==> src/rtl/sd_cmd_pkg.sv <==
// Shared definitions for the card-side SD CMD line responder.
// Holds response type codes, FSM state encoding, frame lengths and the
// CRC7 (x^7 + x^3 + 1) single-bit update step used by sd_crc7.
package sd_cmd_pkg;

  // Response type codes as presented on rspType
  localparam logic [1:0] RSP_NONE  = 2'd0;  // no response
  localparam logic [1:0] RSP_SHORT = 2'd1;  // 48-bit with CRC (R1/R6/R7)
  localparam logic [1:0] RSP_LONG  = 2'd2;  // 136-bit R2 (CID/CSD)
  localparam logic [1:0] RSP_OCR   = 2'd3;  // 48-bit R3, CRC field all ones

  // FSM state encoding
  localparam logic [2:0] ST_IDLE     = 3'd0;
  localparam logic [2:0] ST_RX       = 3'd1;
  localparam logic [2:0] ST_CHECK    = 3'd2;
  localparam logic [2:0] ST_WAIT_RSP = 3'd3;
  localparam logic [2:0] ST_TX       = 3'd4;

  // Shift register spans the longest frame
  localparam int SR_W = 136;

  // Frame geometry, expressed as bit positions counted from the start bit
  localparam logic [7:0] CMD_LEN        = 8'd48;
  localparam logic [7:0] LONG_LEN       = 8'd136;
  localparam logic [7:0] SHORT_CRC_POS  = 8'd40;
  localparam logic [7:0] LONG_CRC_POS   = 8'd128;
  localparam logic [7:0] LONG_CRC_FIRST = 8'd8;

  localparam logic [6:0] CRC7_POLY = 7'h09;

  function automatic logic [6:0] crc7_next(input logic [6:0] crc, input logic din);
    logic fb;
    fb = din ^ crc[6];
    return {crc[5:0], 1'b0} ^ (fb ? CRC7_POLY : 7'h00);
  endfunction

endpackage

==> src/rtl/sd_crc7.sv <==
// Serial CRC7 generator/checker, one bit per clock, MSB of the message first.
// Ports:
//   clk, rst_n : clock and asynchronous active-low reset
//   clear      : zero the remainder (has priority over en)
//   en         : fold din into the remainder this cycle
//   din        : message bit
//   crc        : current remainder
module sd_crc7
  import sd_cmd_pkg::*;
(
  input  logic       clk,
  input  logic       rst_n,
  input  logic       clear,
  input  logic       en,
  input  logic       din,
  output logic [6:0] crc
);

  always_ff @(posedge clk or negedge rst_n) begin
    if (!rst_n) begin
      crc <= 7'h00;
    end else if (clear) begin
      crc <= 7'h00;
    end else if (en) begin
      crc <= crc7_next(crc, din);
    end
  end

endmodule

==> src/rtl/sd_cmd_responder.sv <==
// Card-side end of the SD CMD line: receives 48-bit host commands, checks
// framing and CRC7, hands index/argument to a local card model, then
// serialises the R1/R2/R3 response it supplies back onto CMD.
// Ports:
//   sdClk, sysRstN          : card clock (rising edge), async active-low reset
//   sdCmdIn                 : CMD line sampled from the pad
//   sdCmdOut, sdCmdEn       : registered CMD drive value and output enable
//   cmdValid, cmdCrcErr     : 1-cycle pulses for a good / dropped command
//   cmdIndex, cmdArg        : last good command, held until the next one
//   rspReady, rspValid      : response handshake with the card model
//   rspType, rspIndex,
//   rspPayload              : response description (see sd_cmd_pkg codes)
//   rspTimeout              : 1-cycle pulse when no response arrived by NCR_MAX
//   busy                    : high in any state other than IDLE
module sd_cmd_responder
  import sd_cmd_pkg::*;
#(
  parameter int NCR_CYCLES = 2,
  parameter int NCR_MAX    = 64
) (
  input  logic         sdClk,
  input  logic         sysRstN,
  input  logic         sdCmdIn,
  output logic         sdCmdOut,
  output logic         sdCmdEn,
  output logic         cmdValid,
  output logic [5:0]   cmdIndex,
  output logic [31:0]  cmdArg,
  output logic         cmdCrcErr,
  output logic         rspReady,
  input  logic         rspValid,
  input  logic [1:0]   rspType,
  input  logic [5:0]   rspIndex,
  input  logic [119:0] rspPayload,
  output logic         rspTimeout,
  output logic         busy
);

  localparam logic [7:0] NCR_C = 8'(NCR_CYCLES);
  localparam logic [7:0] NCR_M = 8'(NCR_MAX);

  logic [2:0]      state;
  logic [7:0]      cnt;       // bits seen in RX, n in CHECK/WAIT_RSP, bits sent in TX
  logic [SR_W-1:0] sr;
  logic [1:0]      tx_type;
  logic            rsp_held;  // response captured before NCR_CYCLES elapsed

  logic [6:0] rx_crc, tx_crc;
  logic       rx_crc_clr, rx_crc_en;
  logic       tx_crc_clr, tx_crc_en;

  logic [7:0]      tx_len, crc_pos, crc_first;
  logic [2:0]      crc_sel;
  logic            in_crc, tx_bit, rx_good, rsp_fire;
  logic [SR_W-1:0] rsp_frame;

  always_comb begin
    busy     = (state != ST_IDLE);
    rspReady = (state == ST_WAIT_RSP) && !rsp_held;
    rsp_fire = rspValid && rspReady;
    rx_good  = (rx_crc == sr[7:1]) && sr[0];

    tx_len    = (tx_type == RSP_LONG) ? LONG_LEN : CMD_LEN;
    crc_pos   = (tx_type == RSP_LONG) ? LONG_CRC_POS : SHORT_CRC_POS;
    crc_first = (tx_type == RSP_LONG) ? LONG_CRC_FIRST : 8'd0;
    // Inside the CRC field the remainder is sent MSB first instead of sr
    in_crc    = (tx_type != RSP_OCR) && (cnt >= crc_pos) && (cnt < crc_pos + 8'd7);
    crc_sel   = 3'd6 - 3'(cnt - crc_pos);
    tx_bit    = in_crc ? tx_crc[crc_sel] : sr[SR_W-1];

    // Start bit is zero, so leaving it out of either CRC changes nothing
    rx_crc_clr = (state == ST_IDLE);
    rx_crc_en  = (state == ST_RX) && (cnt < SHORT_CRC_POS);
    tx_crc_clr = (state != ST_TX);
    tx_crc_en  = (state == ST_TX) && (cnt >= crc_first) && (cnt < crc_pos);

    // Frame loaded with bit 1 at the MSB; the start bit goes straight to sdCmdOut
    case (rspType)
      RSP_LONG: rsp_frame = {1'b0, 6'h3F, rspPayload, 7'h00, 1'b1, 1'b0};
      RSP_OCR:  rsp_frame = {1'b0, 6'h3F, rspPayload[31:0], 7'h7F, 1'b1, 89'd0};
      default:  rsp_frame = {1'b0, rspIndex, rspPayload[31:0], 7'h00, 1'b1, 89'd0};
    endcase
  end

  sd_crc7 u_rx_crc (
    .clk   (sdClk),
    .rst_n (sysRstN),
    .clear (rx_crc_clr),
    .en    (rx_crc_en),
    .din   (sdCmdIn),
    .crc   (rx_crc)
  );

  sd_crc7 u_tx_crc (
    .clk   (sdClk),
    .rst_n (sysRstN),
    .clear (tx_crc_clr),
    .en    (tx_crc_en),
    .din   (tx_bit),
    .crc   (tx_crc)
  );

  // Shared data shift register: receive in IDLE/RX, load on handshake, shift out in TX
  always_ff @(posedge sdClk) begin
    case (state)
      ST_IDLE, ST_RX: sr <= {sr[SR_W-2:0], sdCmdIn};
      ST_WAIT_RSP:    if (rsp_fire) sr <= rsp_frame;
      ST_TX:          sr <= {sr[SR_W-2:0], 1'b0};
      default:        ;
    endcase
  end

  always_ff @(posedge sdClk or negedge sysRstN) begin
    if (!sysRstN) begin
      state      <= ST_IDLE;
      cnt        <= 8'd0;
      tx_type    <= RSP_NONE;
      rsp_held   <= 1'b0;
      sdCmdOut   <= 1'b1;
      sdCmdEn    <= 1'b0;
      cmdValid   <= 1'b0;
      cmdCrcErr  <= 1'b0;
      rspTimeout <= 1'b0;
      cmdIndex   <= 6'd0;
      cmdArg     <= 32'd0;
    end else begin
      cmdValid   <= 1'b0;
      cmdCrcErr  <= 1'b0;
      rspTimeout <= 1'b0;
      case (state)
        ST_IDLE: begin
          if (!sdCmdIn) begin
            state <= ST_RX;
            cnt   <= 8'd1;
          end
        end
        ST_RX: begin
          if (cnt == 8'd1 && !sdCmdIn) begin
            state <= ST_IDLE;            // transmission bit must be 1
          end else if (cnt == CMD_LEN - 8'd1) begin
            state <= ST_CHECK;           // end bit just sampled
            cnt   <= 8'd1;
          end else begin
            cnt <= cnt + 8'd1;
          end
        end
        ST_CHECK: begin
          if (rx_good) begin
            cmdValid <= 1'b1;
            cmdIndex <= sr[45:40];
            cmdArg   <= sr[39:8];
            rsp_held <= 1'b0;
            state    <= ST_WAIT_RSP;
            cnt      <= 8'd2;
          end else begin
            cmdCrcErr <= 1'b1;
            state     <= ST_IDLE;
          end
        end
        ST_WAIT_RSP: begin
          if (rsp_fire && rspType == RSP_NONE) begin
            state <= ST_IDLE;
          end else if (rsp_fire || rsp_held) begin
            if (rsp_fire) begin
              tx_type  <= rspType;
              rsp_held <= 1'b1;
            end
            if (cnt >= NCR_C) begin
              state    <= ST_TX;
              cnt      <= 8'd1;
              sdCmdOut <= 1'b0;
              sdCmdEn  <= 1'b1;
              rsp_held <= 1'b0;
            end else begin
              cnt <= cnt + 8'd1;
            end
          end else if (cnt >= NCR_M) begin
            rspTimeout <= 1'b1;
            state      <= ST_IDLE;
          end else begin
            cnt <= cnt + 8'd1;
          end
        end
        ST_TX: begin
          if (cnt == tx_len) begin
            sdCmdOut <= 1'b1;
            sdCmdEn  <= 1'b0;
            state    <= ST_IDLE;
          end else begin
            sdCmdOut <= tx_bit;
            cnt      <= cnt + 8'd1;
          end
        end
        default: state <= ST_IDLE;
      endcase
    end
  end

endmodule
==> config.mk <==
export PLATFORM = sky130hd
export DESIGN_NAME = sd_cmd_responder
export DESIGN_NICKNAME = d
export VERILOG_FILES = /design/src/rtl/sd_cmd_pkg.sv /design/src/rtl/sd_crc7.sv /design/src/rtl/sd_cmd_responder.sv
export SDC_FILE = /design/constraint.sdc
export NUM_CORES = 1
export LEC_CHECK = 0
export CAP_MARGIN = 5
export CORE_AREA = 2 2 167 169
export CTS_BUF_LIST = sky130_fd_sc_hd__clkbuf_4
export CTS_CLUSTER_DIAMETER = 80
export CTS_CLUSTER_SIZE = 12
export DETAILED_ROUTE_END_ITERATION = 8
export DIE_AREA = 0 0 169 171
export PLACE_DENSITY = 0.58
export SYNTH_ARGS = -nofsm -noshare
export SYNTH_HDL_FRONTEND = slang
export SYNTH_SLANG_ARGS = --single-unit
==> constraint.sdc <==
create_clock -name sdClk -period 9.4 [get_ports sdClk]
set_clock_uncertainty 0.15 [all_clocks]
set_input_delay 0.94 -clock sdClk [delete_from_list [all_inputs] [get_ports sdClk]]
set_output_delay 0.94 -clock sdClk [all_outputs]
set_load 0.01 [all_outputs]
Yosys cells after proc, flatten, opt, wreduce, memory -nomap -nowiden
Cells that the tools add are included.
{"block": "totals", "register_bits": 207, "in_bits": 132, "output_inout_bits": 45}
{"block": "classes", "add_sub_neg": 4, "n_lt_le_gt_ge": 8, "n_eq_ne": 27, "muxes": 59, "bitwise": 5, "n_reduce_logical": 31}
{"op": "$pmux 136 s3", "count": 1}
{"op": "$pmux 135 s2", "count": 1}
{"op": "$mux 136", "count": 1}
{"op": "$mux 8", "count": 11}
{"op": "$pmux 8 s5", "count": 1}
{"op": "$mux 7", "count": 4}
{"op": "$mux 3", "count": 8}
{"op": "$mux 1", "count": 23}
{"op": "$lt 8x8->1", "count": 2}
{"op": "$pmux 3 s5", "count": 1}
{"op": "$reduce_and 5->1", "count": 3}
{"op": "$ne 2x2->1 const B", "count": 7}
{"op": "$xor 7x7->7", "count": 2}
{"op": "$mux 4", "count": 3}
{"op": "$logic_and 1x1->1", "count": 10}
{"op": "$add 8x1->8 const B", "count": 1}
{"op": "$add 8x3->8 const B", "count": 1}
{"op": "$eq 8x1->1 const B", "count": 1}
{"op": "$eq 8x6->1 const B", "count": 1}
{"op": "$eq 8x8->1", "count": 1}
{"op": "$ge 8x2->1 const B", "count": 1}
{"op": "$ge 8x4->1", "count": 1}
{"op": "$ge 8x7->1 const B", "count": 1}
{"op": "$ge 8x8->1", "count": 1}
{"op": "other kinds (31)", "count": 47}

Depth between registers and ports, before layout
Gate-level depths: netlist (run 1).
{"block": "depth", "word_depth": 12, "ltp_mapped": 10, "ltp_nobuf": 9}

Hierarchy
From an unflattened synthesis (run 1), not the netlist that was laid out.
{"block": "unflattened", "cells_unflattened": 924, "area_unflattened_um2": 9656.8}
{"module": "sd_cmd_responder", "n_inst": 1, "cells_per_inst": 868, "area_per_inst_um2": 9041.2, "seq_area_each_um2": 5511.5}
{"module": "sd_crc7", "n_inst": 2, "cells_per_inst": 28, "area_per_inst_um2": 307.8, "seq_area_each_um2": 175.2}

Least setup slack after synthesis (run 1)
Ideal clock, no wire load.
{"block": "synth_path", "path_type": "input-to-reg", "from": "in rspValid", "to": "reg sr[0], enable pin", "setup_time_ps": 689, "arrival_time_ps": 7879, "path_slack_ps": 682, "cell_stages": 3, "n_path_buf": 1, "cell_sequence": "clkbuf_1 > nand3_1 > a22oi_1"}
{"block": "synth_between", "elab_chain_cells": 3}
{"element": "start, declared", "line_no": "sd_cmd_responder.sv:31", "text": "input logic rspValid,"}
{"element": "$logic_and 1x1->1", "line_no": "sd_cmd_responder.sv:60", "text": "rsp_fire = rspValid && rspReady;"}
{"element": "$ne 2x2->1 (no line)"}
{"element": "$reduce_and 2->1 (no line)"}
{"element": "end signal, assigned", "line_no": "sd_cmd_responder.sv:106", "text": "ST_IDLE, ST_RX: sr <= {sr[SR_W-2:0], sdCmdIn};"}
{"element": "end signal, assigned", "line_no": "sd_cmd_responder.sv:107", "text": "ST_WAIT_RSP: if (rsp_fire) sr <= rsp_frame;"}
{"element": "end signal, assigned", "line_no": "sd_cmd_responder.sv:108", "text": "ST_TX: sr <= {sr[SR_W-2:0], 1'b0};"}
{"element": "end, declared", "line_no": "sd_cmd_responder.sv:44", "text": "logic [SR_W-1:0] sr;"}
No other way between the ends.
A chain may end at the register's enable or synchronous reset.

Final worst setup path (run 1)
{"block": "layout_path", "from": "reg state[1]", "to": "out busy"}
{"block": "layout_between", "elab_chain_cells": 1}
{"element": "start, declared", "line_no": "sd_cmd_responder.sv:42", "text": "logic [2:0] state;"}
{"element": "start signal, assigned", "line_no": "sd_cmd_responder.sv:115", "text": "state <= ST_IDLE;"}
{"element": "start signal, assigned", "line_no": "sd_cmd_responder.sv:133", "text": "state <= ST_RX;"}
{"element": "start signal, assigned", "line_no": "sd_cmd_responder.sv:139", "text": "state <= ST_IDLE;"}
{"element": "$reduce_bool 3->1", "line_no": "sd_cmd_responder.sv:58", "text": "busy = (state != ST_IDLE);"}
{"element": "end, declared", "line_no": "sd_cmd_responder.sv:36", "text": "output logic busy"}
No other way between the ends.

==> key figures, run 1 <==
Setup path
  – Critical Path Stages: 3
  – Combined buffer and inverter count along the critical path: 1
  – Worst setup SP type: register
  – Slack of the worst reg-to-reg path: between 6 and 7 ns
  – Worst Path Required: about 8.3 ns
  – Top cell family by delay on the critical path: flip-flops
  – Kind of end point of the critical path: primary output
  – Crit path max fanout: 13
  – Max incr delay on CP: approximately 0.61 ns
  – Cell at the slowest stage of the critical path: sky130_fd_sc_hd__dfrtp_1
  – Data arrival, critical path: approximately 2.3 ns
  – Critical setup path kind: register to primary output
  – Cells along the critical path: nor2_1, nand2_1, clkdlybuf4s50_1
  – R2R depth: 9

Floorplan
  – Die Outline Area: between 20000 and 30000 µm²
  – Starting Density: 0.351
  – Die outline width: 169 µm
  – Number of standard-cell rows in the floorplan: 61
  – Boundary pin count: between 150 and 200
  – Die height: 171 µm
  – Floorplan core area: between 20000 and 30000 µm²

Logic synthesis
  – Mean Syn Cell Area: roughly 10 µm²
  – Number of cells produced by synthesis: roughly 940
  – Top-count cell post-synth: sky130_fd_sc_hd__nand2_1
  – Post-synthesis sequential area ratio: 0.611
  – Count of flip-flops with a built-in enable after synthesis: around 140
  – Yosys warnings: 0
  – Top cells by area in the synthesized netlist: sky130_fd_sc_hd__edfxtp_1 43%, sky130_fd_sc_hd__dfrtp_1 18%, sky130_fd_sc_hd__nand2_1 11%
  – Distinct cell type count of the synthesized netlist: a little over 50
  – Number of nets produced by synthesis: 1075
  – Largest area contributor in the synthesized netlist: sky130_fd_sc_hd__edfxtp_1
  – List of most frequent post-synthesis cells: 270 x sky130_fd_sc_hd__nand2_1, 136 x sky130_fd_sc_hd__edfxtp_1, 92 x sky130_fd_sc_hd__nand3_1, 70 x sky130_fd_sc_hd__dfrtp_1, 60 x sky130_fd_sc_hd__clkbuf_1
  – Most used flip-flop cell after synthesis: sky130_fd_sc_hd__edfxtp_1
  – Area share of the largest cell type after synthesis: 0.426
  – Yosys reg bits: 207
  – Post-synthesis instance area: around 9600 µm²
  – Async set-reset flop share out of synthesis: 0.343

Timing
  – Setup repair after global routing missed its margin: no
  – Final period utilization: 0.361
  – Normalized max-slew margin: 0.175
  – Final Critical Period: ~3.4 ns
  – Total count of hold-check failures in the final report: 0
  – Final setup viols: 0
  – Fmax: 0.295 GHz
  – Worst hold slack after final layout: between 0.2 and 0.3 ns
  – Summed negative setup slack over all endpoints: 0 ns
  – Worst Tran Pin Value: about 1.2 ns
  – Max-slew violation count: 0

Placed design
  – Detailed placer's ending HPWL: between 15000 and 20000 µm
  – Area after detailed placement: ~12000 µm²
  – Placer Congestion: roughly 0.82
  – Count of buffers inserted at the top-level ports: 176
  – Cells after DPL: between 1000 and 1500

Power and ir drop
  – Power Internal: about 0.0013 W
  – Power share of the clock group: 0.259
  – Sequential Power Share: 0.575
  – Maximum resistive drop on vdd: 0.0647 mV
  – Part of the power in combinational logic: 0.166
  – Net switching fraction of the power: 0.275
  – Leakage power of the design: just under 5 nW
  – Switching pwr: roughly 0.0005 W
  – Cell Pwr Density: 153 nW/µm²
  – Post-layout total power: between 0.0015 and 0.002 W

CTS
  – Num CTS Buffers: 21
  – Largest buffer count on any clock path: 3
  – Post-CTS setup buffers: 0
  – Source-to-sink clock delay at the later pin of the worst-skew pair: around 0.66 ns
  – Root buffer selected by CTS: sky130_fd_sc_hd__clkbuf_4
  – Hold-fix buffers, CTS: 0
  – Clock slew seen by the registers of the worst setup and hold paths: ~0.15 ns
  – CTS tree: done
  – Total of cells resized after clock tree synthesis: 0
  – Clock sinks: between 200 and 250
  – H-tree levels: 1

Global routing
  – GRT Util Overall: 0.171
  – Via count of the first global-routing pass: around 7300
  – First-pass GRT wire length: around 39000 µm
  – Antenna violations before repair: 8
  – Grt total ovfl: 0
  – Largest net degree at the start of global routing: 113

Route
  – Via/cell ratio: 5.06
  – First DRT Iteration DRCs: around 550
  – Count of unresolved DRC violations after routing: 0
  – Mean routed wirelength per cell: about 17 µm
  – Antenna Nets Post-Route: 0
  – Via count: 7300
  – WL final: 24700 µm
  – Total iterations of the first detailed-routing run: 6

Run
  – Number of max-cap violations: 0

Min path
  – Hold/Removal Path Class: input port to async pin

Run status
  – Run status: complete, no violations

Final layout
  – Post-route cell area: approximately 12000 µm²
  – Number of nets in the final layout: between 1000 and 1500
  – Post-synthesis to final-layout area growth: 24.1%
  – Filler-free cell count of the finished design: between 1000 and 1500
  – Fraction of final layout cells with drive strength greater than 1: 0.0906
  – Filler Cells Inserted: roughly 2700
-- area by class of cell --
| cell class | count | area (µm²) | area share |
|---|---|---|---|
| timing repair buffer | 183 | 1810 | 0.152 |
| inverter | 18 | 67.6 | 0.00568 |
| antenna | 5 | 12.5 | 0.00105 |
| sequential | 207 | 5860 | 0.493 |
| clock inverter | 3 | 16.3 | 0.00137 |
| tap | 346 | 433 | 0.0364 |
| multi-input combinational | 647 | 3430 | 0.289 |
| clock buffer | 35 | 263 | 0.0221 |
-- cells by family after synthesis --
family          count (synthesis)  synth area share
compound gates                118            0.0766
xor+xnor                       11            0.0100
fa+ha+maj                       7           0.00887
buf+inv                        83            0.0328
flops                         207             0.611
mux                            42            0.0502
simple gates                  469             0.210
-- routing by layer --
layer  global-route usage  part of all wire  up-vias
met3               0.0421             0.069       41
met4               0.0405             0.022        8
met2                0.277              0.45      188
li1                     -                 -     3561
met5                    0            0.0020        -
met1                0.234              0.45     3502
-- sequential cells by signal, summed over array words and instances (netlist names) --
signal        count
u_rx_crc.crc      7
sdCmdOut          1
tx_type           2
cmdIndex          6
cmdValid          1
sr              136
cnt               8
rsp_held          1
cmdCrcErr         1
rspTimeout        1
cmdArg           32
u_tx_crc.crc      7
state             3
sdCmdEn           1
-- per-stage QoR --
| stage | utilization | setup WS (ns) |
|---|---|---|
| 4_1_cts | 0.435 | 5.91 |
| 5_1_grt | 0.435 | 5.83 |
| 3_5_place_dp | 0.425 | 5.36 |
| 2_1_floorplan | - | 0.682 |
| 6_report | 0.435 | 6.01 |
| 3_3_place_gp | 0.425 | 5.39 |
-- placed cells by master (no fill, tap or decap), drive strengths merged, types with 4 or more instances in the layout --
cell,netlist,layout
mux2,39,39
nor2,52,52
edfxtp,136,136
inv,18,20
buf,5,8
ha,6,6
clkdlybuf4s50,0,175
a21oi,10,10
xnor2,11,11
nor2b,8,8
nand3,92,92
nand2,270,270
nand2b,6,6
and2,10,10
dfrtp,70,70
o31ai,6,6
nor3,7,7
o21ai,44,44
diode,0,5
clkbuf,60,35
and3,8,8
a31oi,35,35
or3,4,4
-- final timing paths --
| kind | start | end |
|---|---|---|
| worst min-delay path | sysRstN | cnt[3] |
| min in group sdClk | sr[60] | sr[61] |
| max in group asynchronous | sysRstN | u_tx_crc.crc[2] |
| worst max-delay path | state[1] | busy |
| worst min register to register | sr[60] | sr[61] |
| worst max register to register | tx_type[1] | cnt[5] |
-- power groups by stage --
stage | sequential, W | clock, W | combinational, W
after floorplan | 0.00104 | 0 | 0.000201
after global placement | 0.00106 | 0 | 0.000301
after detailed placement | 0.00107 | 0 | 0.000304
after CTS | 0.00105 | 0.000495 | 0.000305
after global routing | 0.00105 | 0.000526 | 0.000340
final | 0.00105 | 0.000470 | 0.000302
Note: power is estimated with default switching activity, not from simulation.
==> run 2, diff against run 1 <==
==> constraint.sdc (replaced) <==
create_clock -name sdClk -period 3.3 [get_ports sdClk]
set_clock_uncertainty 0.15 [all_clocks]
set_input_delay 0.33 -clock sdClk [delete_from_list [all_inputs] [get_ports sdClk]]
set_output_delay 0.33 -clock sdClk [all_outputs]
set_load 0.01 [all_outputs]
==> run 2 against run 1 <==
Against the previous run: worst hold slack got worse by 0.11 ns; global-route usage hardly changed; clock power grew to 3.0 times the previous value; final area up 2.0%; setup slack got worse by 5.5 ns; first-iteration DRC count fell by 9.7%; via count up 0.60%; routed wire length grew 1.2%; register-to-register slack got worse by 5.7 ns; highest routed layer is now met4.
==> key figures, run 2 (synthesis results as in run 1) <==
Final layout
  – Flip-flop count of the largest register after layout: 136 (unchanged)
  – Fraction of final layout cells with drive strength greater than 1: 0.100 (+0.00960)
  – Number of nets in the final layout: 1231 (+1.2%)
  – Post-synthesis to final-layout area growth: 26.5%
  – Register area: 5860 µm² (unchanged)
  – Area of the multi-input gates: 3430 µm² (unchanged)
  – Filler Cells Inserted: 2619 (-2.0%)
  – Leading registers by flop count: sr x136, cmdArg x32, cnt x8
  – Commonest non-fill, non-tap cells in the layout: 270 x sky130_fd_sc_hd__nand2_1, 175 x sky130_fd_sc_hd__clkdlybuf4s50_1, 136 x sky130_fd_sc_hd__edfxtp_1, 92 x sky130_fd_sc_hd__nand3_1, 70 x sky130_fd_sc_hd__dfrtp_1
  – Commonest non-fill, non-tap cell in the layout: sky130_fd_sc_hd__nand2_1
  – Register name with the most flops: sr

Timing
  – Final period utilization: 0.859
  – Summed negative setup slack over all endpoints: 0 ns (unchanged)
  – Final Critical Period: ~2.8 ns
  – Fmax: 0.353 GHz
  – Final setup viols: 0 (unchanged)
  – Max-slew violation count: 0 (unchanged)
  – Setup repair after global routing missed its margin: no
  – Worst hold slack after final layout: 0.178 ns (-0.107 ns)
  – Normalized max-slew margin: 0.555 (+0.380)
  – Total count of hold-check failures in the final report: 0 (unchanged)
  – Worst Tran Pin Value: 0.667 ns (-0.570 ns)

Floorplan
  – Die height: 171 µm (unchanged)
  – Starting Density: 0.351 (unchanged)
  – Number of standard-cell rows in the floorplan: 61 (unchanged)
  – Die Outline Area: 28900 µm² (unchanged)
  – Die outline width: 169 µm (unchanged)
  – Boundary pin count: 177 (unchanged)
  – Floorplan core area: 27300 µm² (unchanged)

Setup path
  – Worst Path Required: 2.82 ns (-5.49 ns)
  – Slack of the worst reg-to-reg path: 0.48 ns (-5.71 ns)
  – Terminus of the critical flop-to-flop path: cnt[6]
  – Worst setup SP type: register
  – Data arrival, critical path: 2.35 ns (+0.05 ns)
  – Kind of end point of the critical path: primary output
  – Critical setup path kind: register to primary output
  – Origin of the critical flop-to-flop path: tx_type[0]
  – Crit path max fanout: 9 (-4)
  – R2R depth: 9 (unchanged)

Run
  – Number of max-cap violations: 0 (unchanged)

Power and ir drop
  – Cell Pwr Density: 434 nW/µm² (+180%)
  – Maximum resistive drop on vdd: 0.205 mV (+220%)
  – Post-layout total power: 0.00526 W (+190%)
  – Leakage power of the design: 4.93 nW (+2.4%)

Route
  – Amount of wire on met3 after detailed routing: 1880 µm (+11%)
  – Via count: 7344 (+0.60%)
  – Detailed-routed wire length on met2: 11300 µm (+0.92%)
  – WL final: 25000 µm (+1.2%)
  – Mean routed wirelength per cell: 17.1 µm (+0.21%)
  – Via/cell ratio: 5.04 (-0.36%)
  – Count of unresolved DRC violations after routing: 0 (unchanged)
  – Routed length on met1: 11400 µm (+1.6%)
  – Total iterations of the first detailed-routing run: 4 (-2)
  – Antenna Nets Post-Route: 0 (unchanged)
  – Highest routed layer: met4
  – First DRT Iteration DRCs: 492 (-9.7%)

Placed design
  – Count of buffers inserted at the top-level ports: 176 (unchanged)
  – Placer Congestion: 0.841 (+2.1%)
  – Detailed placer's ending HPWL: 16900 µm (+2.7%)

CTS
  – Root buffer selected by CTS: sky130_fd_sc_hd__clkbuf_4
  – Largest buffer count on any clock path: 3 (unchanged)
  – Clock slew seen by the registers of the worst setup and hold paths: 0.14 ns (about the same)
  – Num CTS Buffers: 21 (unchanged)
  – H-tree levels: 1 (unchanged)
  – Post-CTS setup buffers: 0 (unchanged)
  – Clock sinks: 207 (unchanged)
  – CTS tree: done
  – Source-to-sink clock delay at the later pin of the worst-skew pair: 0.66 ns (about the same)

Min path
  – Worst Hold Path EP: sr[69]
  – Number of cells on the worst hold path: 3
  – Hold/Removal Path Class: input port to register
  – HP Start: rspPayload[60]

Global routing
  – Grt total ovfl: 0 (unchanged)
  – Antenna violations before repair: 2 (-6)
  – Via count of the first global-routing pass: 7101 (-2.1%)
  – First-pass GRT wire length: 39100 µm (-0.58%)
  – GRT Util Overall: 0.171 (-0.000221)
  – Largest net degree at the start of global routing: 121 (+7.1%)

Run status
  – Run status: complete, no violations
-- run 2: cell count changes in the layout (fill, tap and decap cells not counted), sizes merged --
cell	change
diode	-1
inv	-1
dlygate4sd3	+2
clkbuf	-1
bufinv	+1
buf	+13
clkinv	+1
-- run 2: layout make-up --
cell class / instances / share of cell area
Clock inverter: 4 / 0.00340
Clock buffer: 34 / 0.0210
Tap cell: 346 / 0.0357
Inverter: 18 / 0.00557
Antenna cell: 4 / 0.000825
Sequential cell: 207 / 0.483
Multi-Input combinational cell: 647 / 0.283
Timing Repair Buffer: 198 / 0.167
-- run 2: power by group --
group	switching (W)	internal [W]
Combinational	0.000441	0.000443
Clock	0.000859	0.000546
Sequential	0.000125	0.00285
Total	0.00143	0.00384
-- run 2: timing repair --
action,in CTS,in global routing
endpoints found under the hold margin,70,0
setup endpoints to repair,0,0
resized for setup,0,0
hold buffers,3,0
-- run 2: how the worst max path moves through the flow --
stage                  end  depth (start not counted)        from
floorplan            sr[0]                          2    state[1]
global placement    cnt[2]                          9  tx_type[0]
detailed placement  cnt[6]                          9  tx_type[1]
CTS                   busy                          3    state[2]
global route        cnt[2]                          9  tx_type[0]
finish                busy                          3    state[2]
-- run 2: per-stage QoR --
| step | setup slack [ns] | area, µm² | cells | util |
|---|---|---|---|---|
| after detailed placement | 0.493 | 11800 | 1413 | 0.431 |
| after global placement | 0.589 | 11800 | 1413 | 0.431 |
| after global routing | 0.266 | 12100 | 1456 | 0.444 |
| after floorplan | -1.72 | 9610 | 937 | - |
| final | 0.466 | 12100 | 1458 | 0.444 |
| after CTS | 0.347 | 12100 | 1454 | 0.444 |
-- run 2: per-layer routing --
layer | vias up | track usage
met2 | 195 | 0.274
met1 | 3539 | 0.233
met5 | - | 0
met4 | 0 | 0.0338
met3 | 30 | 0.0504
li1 | 3580 | -
-- run 2: critical path, cell delays in order (launching register included) --
cell and delay (ns):
sky130_fd_sc_hd__dfrtp_1 0.57, sky130_fd_sc_hd__inv_1 0.23, sky130_fd_sc_hd__nand2_1 0.31, sky130_fd_sc_hd__clkdlybuf4s50_1 0.61
